### src/rtl/iobus_uart_tx.sv
// iobus_uart_tx: IOBUS-mapped UART transmitter with DATA/STATUS/CTRL registers, byte FIFO and serialiser.
// Define UART_TX_PARITY_EN to append an even-parity bit after the data bits.
module iobus_uart_tx #(
  parameter logic [31:0] BASE_ADDR  = 32'h1100_0100,
  parameter int          BAUD_DIV   = 868,
  parameter int          FIFO_DEPTH = 16
) (
  input  logic        CLK,
  input  logic        RST,
  input  logic [31:0] IOBUS_ADDR,
  input  logic [31:0] IOBUS_OUT,
  input  logic        IOBUS_WR,
  output logic [31:0] IOBUS_IN,
  output logic        TX,
  output logic        INTR
);
  localparam int AW = $clog2(FIFO_DEPTH);
  localparam int CW = AW + 1;
  localparam int BW = $clog2(BAUD_DIV);
  localparam logic [BW-1:0] BAUD_TOP = BW'(BAUD_DIV - 1);
  localparam logic [2:0] IDLE = 3'd0, START = 3'd1, DATA = 3'd2, STOP = 3'd3;
`ifdef UART_TX_PARITY_EN
  localparam logic [2:0] PARITY = 3'd4;
  logic parity;
`endif
  logic [31:0] offset;
  logic inWin, dataWr, ctrlWr, statusRd, flush;
  logic push, pop, empty, full, busy, baudDone;
  logic overflow, irqEn, unusedOut;
  logic [7:0] mem [FIFO_DEPTH];
  logic [AW-1:0] wrPtr, rdPtr;
  logic [CW-1:0] count;
  logic [7:0] cntByte, shift;
  logic [2:0] state, bitIdx;
  logic [BW-1:0] baudCnt;
  // base is word aligned, so the offset keeps address bits [1:0] and they fall out of the decode
  assign offset    = IOBUS_ADDR - BASE_ADDR;
  assign inWin     = offset < 32'd12;
  assign dataWr    = IOBUS_WR & inWin & (offset[3:2] == 2'd0);
  assign ctrlWr    = IOBUS_WR & inWin & (offset[3:2] == 2'd2);
  assign statusRd  = inWin & (offset[3:2] == 2'd1);
  assign flush     = ctrlWr & IOBUS_OUT[1];
  assign unusedOut = ^IOBUS_OUT[31:8];
  assign empty    = count == '0;
  assign full     = count == CW'(FIFO_DEPTH);
  assign busy     = state != IDLE;
  assign baudDone = baudCnt == '0;
  assign push     = dataWr & ~full;
  assign pop      = ~empty & ~flush & ((state == IDLE) | ((state == STOP) & baudDone));
  assign cntByte  = 8'(count);
  assign IOBUS_IN = statusRd ? {16'b0, cntByte, 3'b0, irqEn, overflow, full, empty, busy} : 32'b0;
  assign INTR     = irqEn & empty & ~busy;
  assign TX = (state == START) ? 1'b0 :
              (state == DATA)  ? shift[0] :
`ifdef UART_TX_PARITY_EN
              (state == PARITY) ? parity :
`endif
              1'b1;
  always_ff @(posedge CLK)
    if (push) mem[wrPtr] <= IOBUS_OUT[7:0];
  always_ff @(posedge CLK) begin
    if (RST) begin
      wrPtr    <= '0;
      rdPtr    <= '0;
      count    <= '0;
      overflow <= 1'b0;
      irqEn    <= 1'b0;
    end else begin
      if (flush) begin
        wrPtr <= '0;
        rdPtr <= '0;
        count <= '0;
      end else begin
        if (push) wrPtr <= wrPtr + 1'b1;
        if (pop) rdPtr <= rdPtr + 1'b1;
        count <= count + CW'(push) - CW'(pop);
      end
      if (dataWr & full) overflow <= 1'b1;
      else if (ctrlWr & IOBUS_OUT[2]) overflow <= 1'b0;
      if (ctrlWr) irqEn <= IOBUS_OUT[0];
    end
  end
  always_ff @(posedge CLK) begin
    if (RST) begin
      state   <= IDLE;
      baudCnt <= '0;
      bitIdx  <= '0;
      shift   <= '0;
`ifdef UART_TX_PARITY_EN
      parity  <= 1'b0;
`endif
    end else begin
      if (busy) baudCnt <= baudDone ? BAUD_TOP : baudCnt - 1'b1;
      else if (pop) baudCnt <= BAUD_TOP;
      // both IDLE and the last STOP cycle load the next byte, so frames run gap-free
      if (pop) shift <= mem[rdPtr];
      else if ((state == DATA) & baudDone) shift <= {1'b0, shift[7:1]};
`ifdef UART_TX_PARITY_EN
      if (pop) parity <= ^mem[rdPtr];
`endif
      if ((state == DATA) & baudDone) bitIdx <= bitIdx + 1'b1;
      case (state)
        IDLE:  if (pop) state <= START;
        START: if (baudDone) state <= DATA;
`ifdef UART_TX_PARITY_EN
        DATA:   if (baudDone && bitIdx == 3'd7) state <= PARITY;
        PARITY: if (baudDone) state <= STOP;
`else
        DATA:  if (baudDone && bitIdx == 3'd7) state <= STOP;
`endif
        STOP:  if (baudDone) state <= pop ? START : IDLE;
        default: state <= IDLE;
      endcase
    end
  end
endmodule
### config.mk
export PLATFORM = sky130hd
export DESIGN_NAME = iobus_uart_tx
export DESIGN_NICKNAME = d
export VERILOG_FILES = /design/src/rtl/iobus_uart_tx.sv
export SDC_FILE = /design/constraint.sdc
export NUM_CORES = 1
export LEC_CHECK = 0
export ABC_CLOCK_PERIOD_IN_PS = 5100
export CAP_MARGIN = 20
export CORE_MARGIN = 2
export CORE_UTILIZATION = 50
export DETAILED_ROUTE_END_ITERATION = 8
export PLACE_DENSITY_LB_ADDON = 0.12
export SLEW_MARGIN = 20
export SYNTH_ARGS = -nofsm -noshare
export SYNTH_HDL_FRONTEND = slang
export SYNTH_SLANG_ARGS = --single-unit
### constraint.sdc
create_clock -name CLK -period 5.1 [get_ports CLK]
set_clock_uncertainty 0.2 [all_clocks]
set_input_delay 0.765 -clock CLK [delete_from_list [all_inputs] [get_ports CLK]]
set_output_delay 0.765 -clock CLK [all_outputs]
set_load 0.005 [all_outputs]
### Yosys cells after proc, flatten, opt, wreduce, memory -nomap -nowiden

Memory sizes are Yosys's and may differ from the RTL's. A register that Yosys moved wholly into a read port is not among the register bits.
Cells that the tools add are included.

| operators by class | value |
|---|---|
| $add $sub $neg | 7 |
| magnitude comparators | 1 |
| equality and inequality tests | 11 |
| mux-type cells | 20 |
| bitwise operators | 19 |
| reduce and logical (&&, ||, !) cells | 11 |

Operators with widths:

| kind | number |
|---|---|
| 32-bit by 4-bit less-than comparator with 1-bit output (second input constant) | 1 |
| 32-bit by 29-bit subtractor with 32-bit output (second input constant) | 1 |
| 10-bit 2-to-1 mux | 3 |
| 8-bit 2-to-1 mux | 2 |
| 1-bit bitwise AND | 14 |
| 13-bit 2-to-1 mux | 1 |
| 3-bit 2-to-1 mux | 4 |
| 3-bit case mux with 4 select lines | 1 |
| 10-bit zero test | 1 |
| 10-bit by 1-bit subtractor with 10-bit output (second input constant) | 1 |
| 4-bit by 1-bit adder with 4-bit output (second input constant) | 2 |
| 4-bit 2-to-1 mux | 2 |
| 1-bit 2-to-1 mux | 7 |
| 3-bit by 2-bit == test with 1-bit output (second input constant) | 2 |
| 2-bit inequality test (second input constant) | 3 |
| 2-bit nonzero test | 3 |
| 5-bit by 1-bit adder with 5-bit output | 1 |
| 5-bit == test (second input constant) | 1 |
| 5-bit zero test | 1 |
| 5-bit by 1-bit subtractor with 5-bit output | 1 |
| 1-bit inverter | 4 |
| 4-bit AND reduction | 1 |
| 3-bit by 1-bit adder with 3-bit output (second input constant) | 1 |
| 3-bit by 1-bit == test with 1-bit output (second input constant) | 1 |
| other kinds (10) | 10 |

| storage, ports and cells | value |
|---|---|
| register bits | 39 |
| memory bits (writable) | 128 |
| input bits | 67 |
| output and inout port bits | 34 |
| word-level logic and storage cells | 79 |
| memories | 1 |

Memories:

| name | words | bits a word | rd ports | clocked after memory_dff | wr ports | line | source |
|---|---|---|---|---|---|---|---|
| mem | 16 | 8 | 1 | 1 | 1 | 30 | `logic [7:0] mem [FIFO_DEPTH];` |

### Longest topological paths before layout

Gate-level depths: netlist of the first run.

| depth | value |
|---|---|
| depth in word-level cells | 11 |
| mapped depth | 17 |
| mapped depth without buffers | 17 |

### Worst setup path before layout of the first run

Ideal clock, no wire load.

| timing | value |
|---|---|
| path kind | input to register |
| start point | input IOBUS_ADDR[14] |
| end point | register count[4] |
| setup time | 0.117 ns |
| arrival | 4.163 ns |
| required time | 4.783 ns |
| path slack | 0.620 ns |
| stages on the path | 16 |
| buffers on the path | 1 |
| cell sequence | nor4_2 > nand3_1 > clkbuf_1 > o41ai_2 > o2111ai_1 > nor4_2 > a31oi_4 > ha_1 > inv_1 > ha_1 > fa_1 > a21oi_1 > nor2_1 > nor2_1 > xnor2_1 > nor2_1 |

| between the ends | value |
|---|---|
| word-level cells in the longest chain between the ends | 9 |
| elaborated cells on any way between the ends | 13 |
| those cells by class | add/sub: 3; order compare: 1; bitwise: 8; reduce/logical: 1 |

Ends and longest elaborated chain:

| what | line | source |
|---|---|---|
| start: declaration | 10 | `input logic [31:0] IOBUS_ADDR,` |
| 32-bit by 29-bit subtractor with 32-bit output * | 37 | `assign offset = IOBUS_ADDR - BASE_ADDR;` |
| 32-bit by 4-bit less-than comparator with 1-bit output * | 38 | `assign inWin = offset < 32'd12;` |
| 1-bit bitwise AND * | 39, 40 |  |
| parallel branches: the longest is 6 deep, another holds 5-bit by 1-bit adder with 5-bit output | n/a |  |
| end signal: assignment | 76 | `count <= count + CW'(push) - CW'(pop);` |
| end: declaration | 32 | `logic [CW-1:0] count;` |

Every way passes the cells marked *.
A chain may end at the register's enable or synchronous reset.

### Final worst setup path of the first run

| timing | value |
|---|---|
| start point | input IOBUS_ADDR[21] |
| end point | output IOBUS_IN[0] |

| between the ends | value |
|---|---|
| word-level cells in the longest chain between the ends | 4 |

Ends and longest elaborated chain:

| what | line | source |
|---|---|---|
| 32-bit by 29-bit subtractor with 32-bit output | 37 |  |
| 32-bit by 4-bit less-than comparator with 1-bit output | 38 |  |
| 1-bit bitwise AND | 41 | `assign statusRd = inWin & (offset[3:2] == 2'd1);` |
| 13-bit 2-to-1 mux | 51 | `assign IOBUS_IN = statusRd ? {16'b0, cntByte, 3'b0, irqEn, overflow, full, empty, busy} : 32'b0;` |
| end: declaration | 13 | `output logic [31:0] IOBUS_IN,` |

Every way passes these cells.

==> impl_metrics.py, run 1 <==
metrics = {
    "setup_path": {
        "crit_arrival_ns": 3.70,
        "required_ns": 4.14,
        "cp-start-kind": "input port",
        "ff2ff_path_depth": 17,
        "critPathMaxFanout": 10,
        "cp-end-kind": "output pin",
        "crit_type": "input port to output pin",
    },
    "run_status": {
        "status": "finished clean",
    },
    "global_routing": {
        "grt_pass1_vias": 4781,
        "grt_overflow": 0,
        "grt_max_degree": 24,
        "grt_usage_pct": 21.42,
        "antenna_found_initial": 0,
        "grt_pass1_wl_um": 26340,
    },
    "die": {
        "initial_core_util_pct": 51.45,
        "fp.dieW_um": 129.5,
        "ios": 101,
        "core_um2": 15310,
        "fp.dieArea_um2": 16780,
        "rows": 45,
        "die_h_um": 129.5,
    },
    "logic_synthesis": {
        "synth_cells": 565,
        "synth_area_leaders": "edfxtp_1 (49%), mux4_2 (11%), dfxtp_1 (11%)",
        "synth_top_area_cell": "edfxtp_1",
        "synth-edff-count": 128,
        "yosysUniqueCellTypes": 59,
        "synth_ff_type": "edfxtp_1",
        "yosysWarnings": 0,
        "async_flop_share_pct": 0,
        "seq_area_frac_synth_pct": 59.45,
        "avgSynthCellArea_um2": 13.95,
        "syn_area_um2": 7880,
        "ys_seq_elements": 170,
        "yosysTopAreaCellShare_pct": 48.78,
    },
    "layout": {
        "final_common_cell": "edfxtp_1",
        "antennaDiodeCount": 0,
        "nets": 711,
        "final_layout_size_suffix_gt1_share_pct": 16.93,
        "final_cell_mix": "edfxtp_1 (128), clkdlybuf4s50_1 (52), nor2_1 (44)",
        "final_cells": 849,
        "syn2layout_area_growth_pct": 17.24,
    },
    "route": {
        "vias_per_cell": 5.707,
        "dr_wl_met3_um": 746,
        "routed-wl-met2_um": 8643,
        "wire_per_inst_um": 19.71,
        "drtIter0Drc": 431,
        "wl_met1_um": 7040,
        "drc": 0,
        "vias": 4845,
        "dr.pass1.iters": 6,
        "antenna_left": 0,
        "finalWirelength_um": 16740,
        "dr.max_layer_used": "met4",
    },
    "clocking": {
        "clk_pin_slew_ns": 0.07,
        "cts-resized-gates": 0,
        "clockBufferDepth": 2,
        "clkSinkCount": 170,
        "cts_buffers": 17,
        "post_cts_buffers": 0,
        "clkLatencyLatePin_ns": 0.43,
        "cts_tree": "built",
        "htreeDepth": 4,
        "root_buffer": "clkbuf_16",
        "hold_buffers": 0,
    },
    "timing": {
        "grt_setup_unrepaired": "false",
        "min_period_ns": 4.664,
        "relSlewSlack_pct": 37.95,
        "tightest_slew_ns": 0.9295,
        "final_hold_viol_count": 0,
        "setup_viol": 0,
        "tns_ns": 0,
        "max_freq_mhz": 214.4,
        "fin_crit_sh_pct": 91.46,
        "maxSlewViolCount": 0,
    },
    "placed_design": {
        "dp_cells": 817,
        "dp_hpwl_um": 10860,
        "port_buffers": 52,
        "gp_congestion": 0.8423,
    },
    "power": {
        "ir_worst_vdd_mv": 0.2422,
        "power.density_nw_per_um2": 446.1,
        "totalPowerFinal_w": 0.004121,
        "power.leakage_nw": 3.290,
    },
    "run": {
        "cap_violations": 0,
    },
    "min_path": {
        "hold_path_depth": 1,
        "hold_path_class": "register to register",
    },
}
-- registers in the layout, indices dropped and copies added, names as in the netlist, named ones only --
| register | cells |
|---|---|
| mem | 128 |
| wrPtr | 4 |
| baudCnt | 10 |
| irqEn | 1 |
| rdPtr | 4 |
| shift | 8 |
| count | 5 |
| bitIdx | 3 |
| state | 2 |
| overflow | 1 |
-- Yosys cell counts (16+ instances only) --
| cell | instances |
|---|---|
| dfxtp_1 | 42 |
| ha_1 | 18 |
| and2_1 | 18 |
| mux4_2 | 40 |
| nor3_1 | 16 |
| edfxtp_1 | 128 |
| inv_1 | 22 |
| nand2_1 | 23 |
| buf_4 | 22 |
| clkbuf_1 | 16 |
| and3_1 | 21 |
| nor2_1 | 44 |
-- report_power, final --
| group | switching, W | total [W] | internal, W |
|---|---|---|---|
| sequential | 0.000144 | 0.00173 | 0.00159 |
| combinational | 0.000473 | 0.00101 | 0.000536 |
| clock | 0.000617 | 0.00138 | 0.000761 |
-- stage by stage --
stage	hold slack [ns]	util (%)	area, um2	worst slack [ns]
6_report	0.2899	60.33	9239	0.4356
5_1_grt	0.3114	60.33	9239	0.1859
4_1_cts	0.2938	60.33	9239	0.4317
3_5_place_dp	0.2795	56.09	8591	0.07101
3_3_place_gp	0.2611	56.09	8591	0.1311
2_1_floorplan	0.2453	-	7959	0.6200
-- routing by layer --
layer	track usage (%)	vias up
li1	-	2263
met1	27.24	2398
met2	36.69	160
met3	4.418	24
met4	7.717	0
met5	0	-
-- cells by family after synthesis --
family	count (synthesis)	share of synthesized area, %
buffers and inverters	68	4.335
DFF	170	59.45
other	1	0.04759
xor gates and xnor gates	10	1.111
and+or+nand+nor	177	12.23
muxes	59	13.96
adders and majority gates	19	3.112
AOI/OAI and AO/OA	61	5.764
-- critical path, stage by stage --
cell	delay (ns)
clkdlybuf4s50_1	0.49
or4_1	0.62
o32ai_1	0.49
nor2_1	0.12
nor4_1	0.33
buf_4	0.22
nor2b_1	0.15
clkdlybuf4s50_1	0.51
-- cell type report --
| cell class | instances | area (um2) |
|---|---|---|
| Clock inverter | 15 | 222.7 |
| Sequential cell | 170 | 4686 |
| Multi-Input combinational cell | 348 | 2933 |
| Tap cell | 211 | 264.0 |
| Clock buffer | 17 | 425.4 |
| Timing Repair Buffer | 66 | 625.6 |
| Fill cell | 1177 | 6076 |
| Inverter | 22 | 82.58 |
-- path summary, 6_finish.rpt --
check | start | to | slack [ns]
max | IOBUS_ADDR[21] | IOBUS_IN[0] | 0.44
min | baudCnt[3] | baudCnt[3] | 0.29
max reg2reg | baudCnt[0] | count[4] | 1.22
min reg2reg | baudCnt[3] | baudCnt[3] | 0.29
(Power assumes the default switching activity.)
==> inputs of run 2 (changes only) <==
Settings changed: CAP_MARGIN 20 to unset, SKIP_LAST_GASP set to 1.
==> results of run 2 <==
Same layout as run 1: the final DEF is identical, and so are final timing and power.
==> inputs of run 3 (changes only) <==
Settings changed: PLACE_DENSITY set to 0.77, PLACE_DENSITY_LB_ADDON 0.12 to unset.
==> run 3 against run 2 <==
Against the previous run:
- first-iteration DRC count down 6.0%
- power down 2.2%
- clock power down 9%
- highest routed layer unchanged
- register-to-register slack worse by 0.09 ns
- maximum frequency down 3.6%
- sequential cell count unchanged
- core utilization down 0.44 points
- critical path type unchanged
- die area unchanged
- non-clock buffer count down 1
==> impl_metrics.py, run 3 (synthesized netlist as in run 1, its figures left out) <==
metrics = {
    "run_status": {
        "status": "finished clean",
    },
    "setup_path": {
        "path_buf_inv": 3,
        "max_stage_delay_ns": 0.66,
        "critPathMaxFanout": 7,
        "crit_cells": 9,
        "ff2ff_path_depth": 18,
        "cp_cell_sequence": "clkdlybuf4s50_1 > or4_1 > nand2b_4 > o41ai_2 > nor2_1 > nor4_2 > buf_4 > nor2b_1 > clkdlybuf4s50_1",
        "startpoint": "IOBUS_ADDR[18]",
        "crit_arrival_ns": 3.87,
        "crit_top_cell": "clkdlybuf4s50_1",
        "cp-end-kind": "output pin",
        "rr_startpoint": "baudCnt[0]",
        "critPathTopFamily": "simple AND/OR/NAND/NOR gates",
        "critical-path-slowest-cell": "or4_1",
        "cp-start-kind": "input port",
        "required_ns": 4.14,
        "crit_type": "input port to output pin",
    },
    "clocking": {
        "post_cts_buffers": 0,
        "clkLatencyLatePin_ns": 0.43,
        "hold_buffers": 0,
        "clkSinkCount": 170,
        "clockBufferDepth": 2,
        "root_buffer": "clkbuf_16",
        "clk_pin_slew_ns": 0.06,
        "htreeDepth": 4,
        "cts_buffers": 17,
        "cts_tree": "built",
    },
    "placed_design": {
        "post-place-ws_ns": 0.1003,
        "dp_hpwl_um": 10830,
        "port_buffers": 52,
        "gp_congestion": 0.8153,
    },
    "min_path": {
        "hold_path_class": "register to register",
        "hold_start": "shift[7]",
        "hold_path_depth": 2,
    },
    "global_routing": {
        "antenna_found_initial": 0,
        "grt_pass1_wl_um": 25890,
        "grt_overflow": 0,
        "grt_max_degree": 33,
        "grt_pass1_vias": 4882,
        "grt_usage_pct": 20.64,
    },
    "timing": {
        "min_period_ns": 4.839,
        "grt_setup_unrepaired": "false",
        "final_hold_viol_count": 0,
        "relSlewSlack_pct": 42.33,
        "tns_ns": 0,
        "fin_crit_sh_pct": 94.89,
        "fin_ws_ns": 0.2605,
        "tightest_slew_ns": 0.8651,
        "max_freq_mhz": 206.6,
        "maxSlewViolCount": 0,
        "setup_viol": 0,
    },
    "route": {
        "drtIter0Drc": 405,
        "finalWirelength_um": 16380,
        "antenna_left": 0,
        "wire_per_inst_um": 19.32,
        "vias_per_cell": 5.798,
        "vias": 4917,
        "drc": 0,
        "dr.pass1.iters": 5,
    },
    "die": {
        "rows": 45,
        "initial_core_util_pct": 51.45,
        "fp.dieW_um": 129.5,
        "die_h_um": 129.5,
        "core_um2": 15310,
        "ios": 101,
        "fp.dieArea_um2": 16780,
    },
    "layout": {
        "finish.utilization_pct": 59.89,
        "largest_register_ffs": 128,
        "final_cell_mix": "edfxtp_1 (128), clkdlybuf4s50_1 (52), nor2_1 (44)",
        "final_common_cell": "edfxtp_1",
        "antennaDiodeCount": 0,
        "syn2layout_area_growth_pct": 16.39,
        "nets": 710,
        "top_regs": "mem x128, baudCnt x10, shift x8",
        "regMostFlops": "mem",
        "final_layout_size_suffix_gt1_share_pct": 16.95,
    },
    "run": {
        "cap_violations": 0,
    },
    "power": {
        "totalPowerFinal_w": 0.004029,
        "power.density_nw_per_um2": 439.3,
        "power.leakage_nw": 3.257,
        "ir_worst_vdd_mv": 0.3008,
    },
}
run 3: cell count changes in the layout (fill, tap and decap cells not counted), sizes merged:
| cell | delta |
|---|---|
| clkinv | -3 |
| inv | +2 |
| clkinvlp | +1 |
| clkbuf | +1 |
| buf | -1 |
| bufinv | -1 |
run 3: report_power, final:
| group | switching (W) | internal (W) |
|---|---|---|
| Sequential | 0.000142 | 0.00159 |
| Clock | 0.000570 | 0.000693 |
| Combinational | 0.000497 | 0.000534 |
| Total | 0.00121 | 0.00282 |
run 3: worst paths after layout:
check | endpoint | slack, ns
worst max-delay path | IOBUS_IN[0] | 0.26
worst min-delay path | shift[7] | 0.29
worst max register to register | count[4] | 1.13
worst min register to register | shift[7] | 0.29
run 3: worst register-to-register path, stage by stage (launching register included):
cell and delay (ns):
dfxtp_1 0.33, inv_1 0.06, ha_1 0.17, or3b_2 0.52, nor4b_1 0.35, buf_4 0.22, a21oi_1 0.08, nor2_1 0.33
inv_1 0.16, a31oi_4 0.18, ha_1 0.14, inv_1 0.04, ha_1 0.19, fa_1 0.41, a21oi_1 0.15, nor2_1 0.05
nor2_1 0.11, xnor2_1 0.12, nor2_1 0.05
run 3: layout make-up:
| class | instances | area, um2 |
|---|---|---|
| Inverter | 22 | 82.58 |
| Fill cell | 1159 | 6143 |
| Multi-Input combinational cell | 348 | 2939 |
| Timing Repair Buffer | 65 | 618.1 |
| Sequential cell | 170 | 4687 |
| Clock inverter | 14 | 151.4 |
| Tap cell | 211 | 264.0 |
| Clock buffer | 18 | 429.2 |
run 3: timing repair:
action | 4_1_cts | 5_1_grt
setup endpoints to repair | 0 | 4
hold endpoints to repair | 0 | 0
gates resized for setup | 0 | 1
run 3: stage by stage:
| stage | hold slack, ns | instance area (um2) | std cells |
|---|---|---|---|
| 2_1_floorplan | 0.2453 | 7959 | 586 |
| 3_3_place_gp | 0.2592 | 8584 | 816 |
| 3_5_place_dp | 0.2822 | 8584 | 816 |
| 4_1_cts | 0.2954 | 9165 | 848 |
| 5_1_grt | 0.3157 | 9171 | 848 |
| 6_report | 0.2907 | 9171 | 848 |
run 3: metal layers:
layer | vias to the layer above | GRT usage [%] | share of wire, %
met5 | - | 0 | 0
met4 | 0 | 4.934 | 1.0
met1 | 2475 | 25.59 | 41
li1 | 2250 | - | -
met2 | 180 | 36.97 | 51
met3 | 12 | 4.707 | 6.7
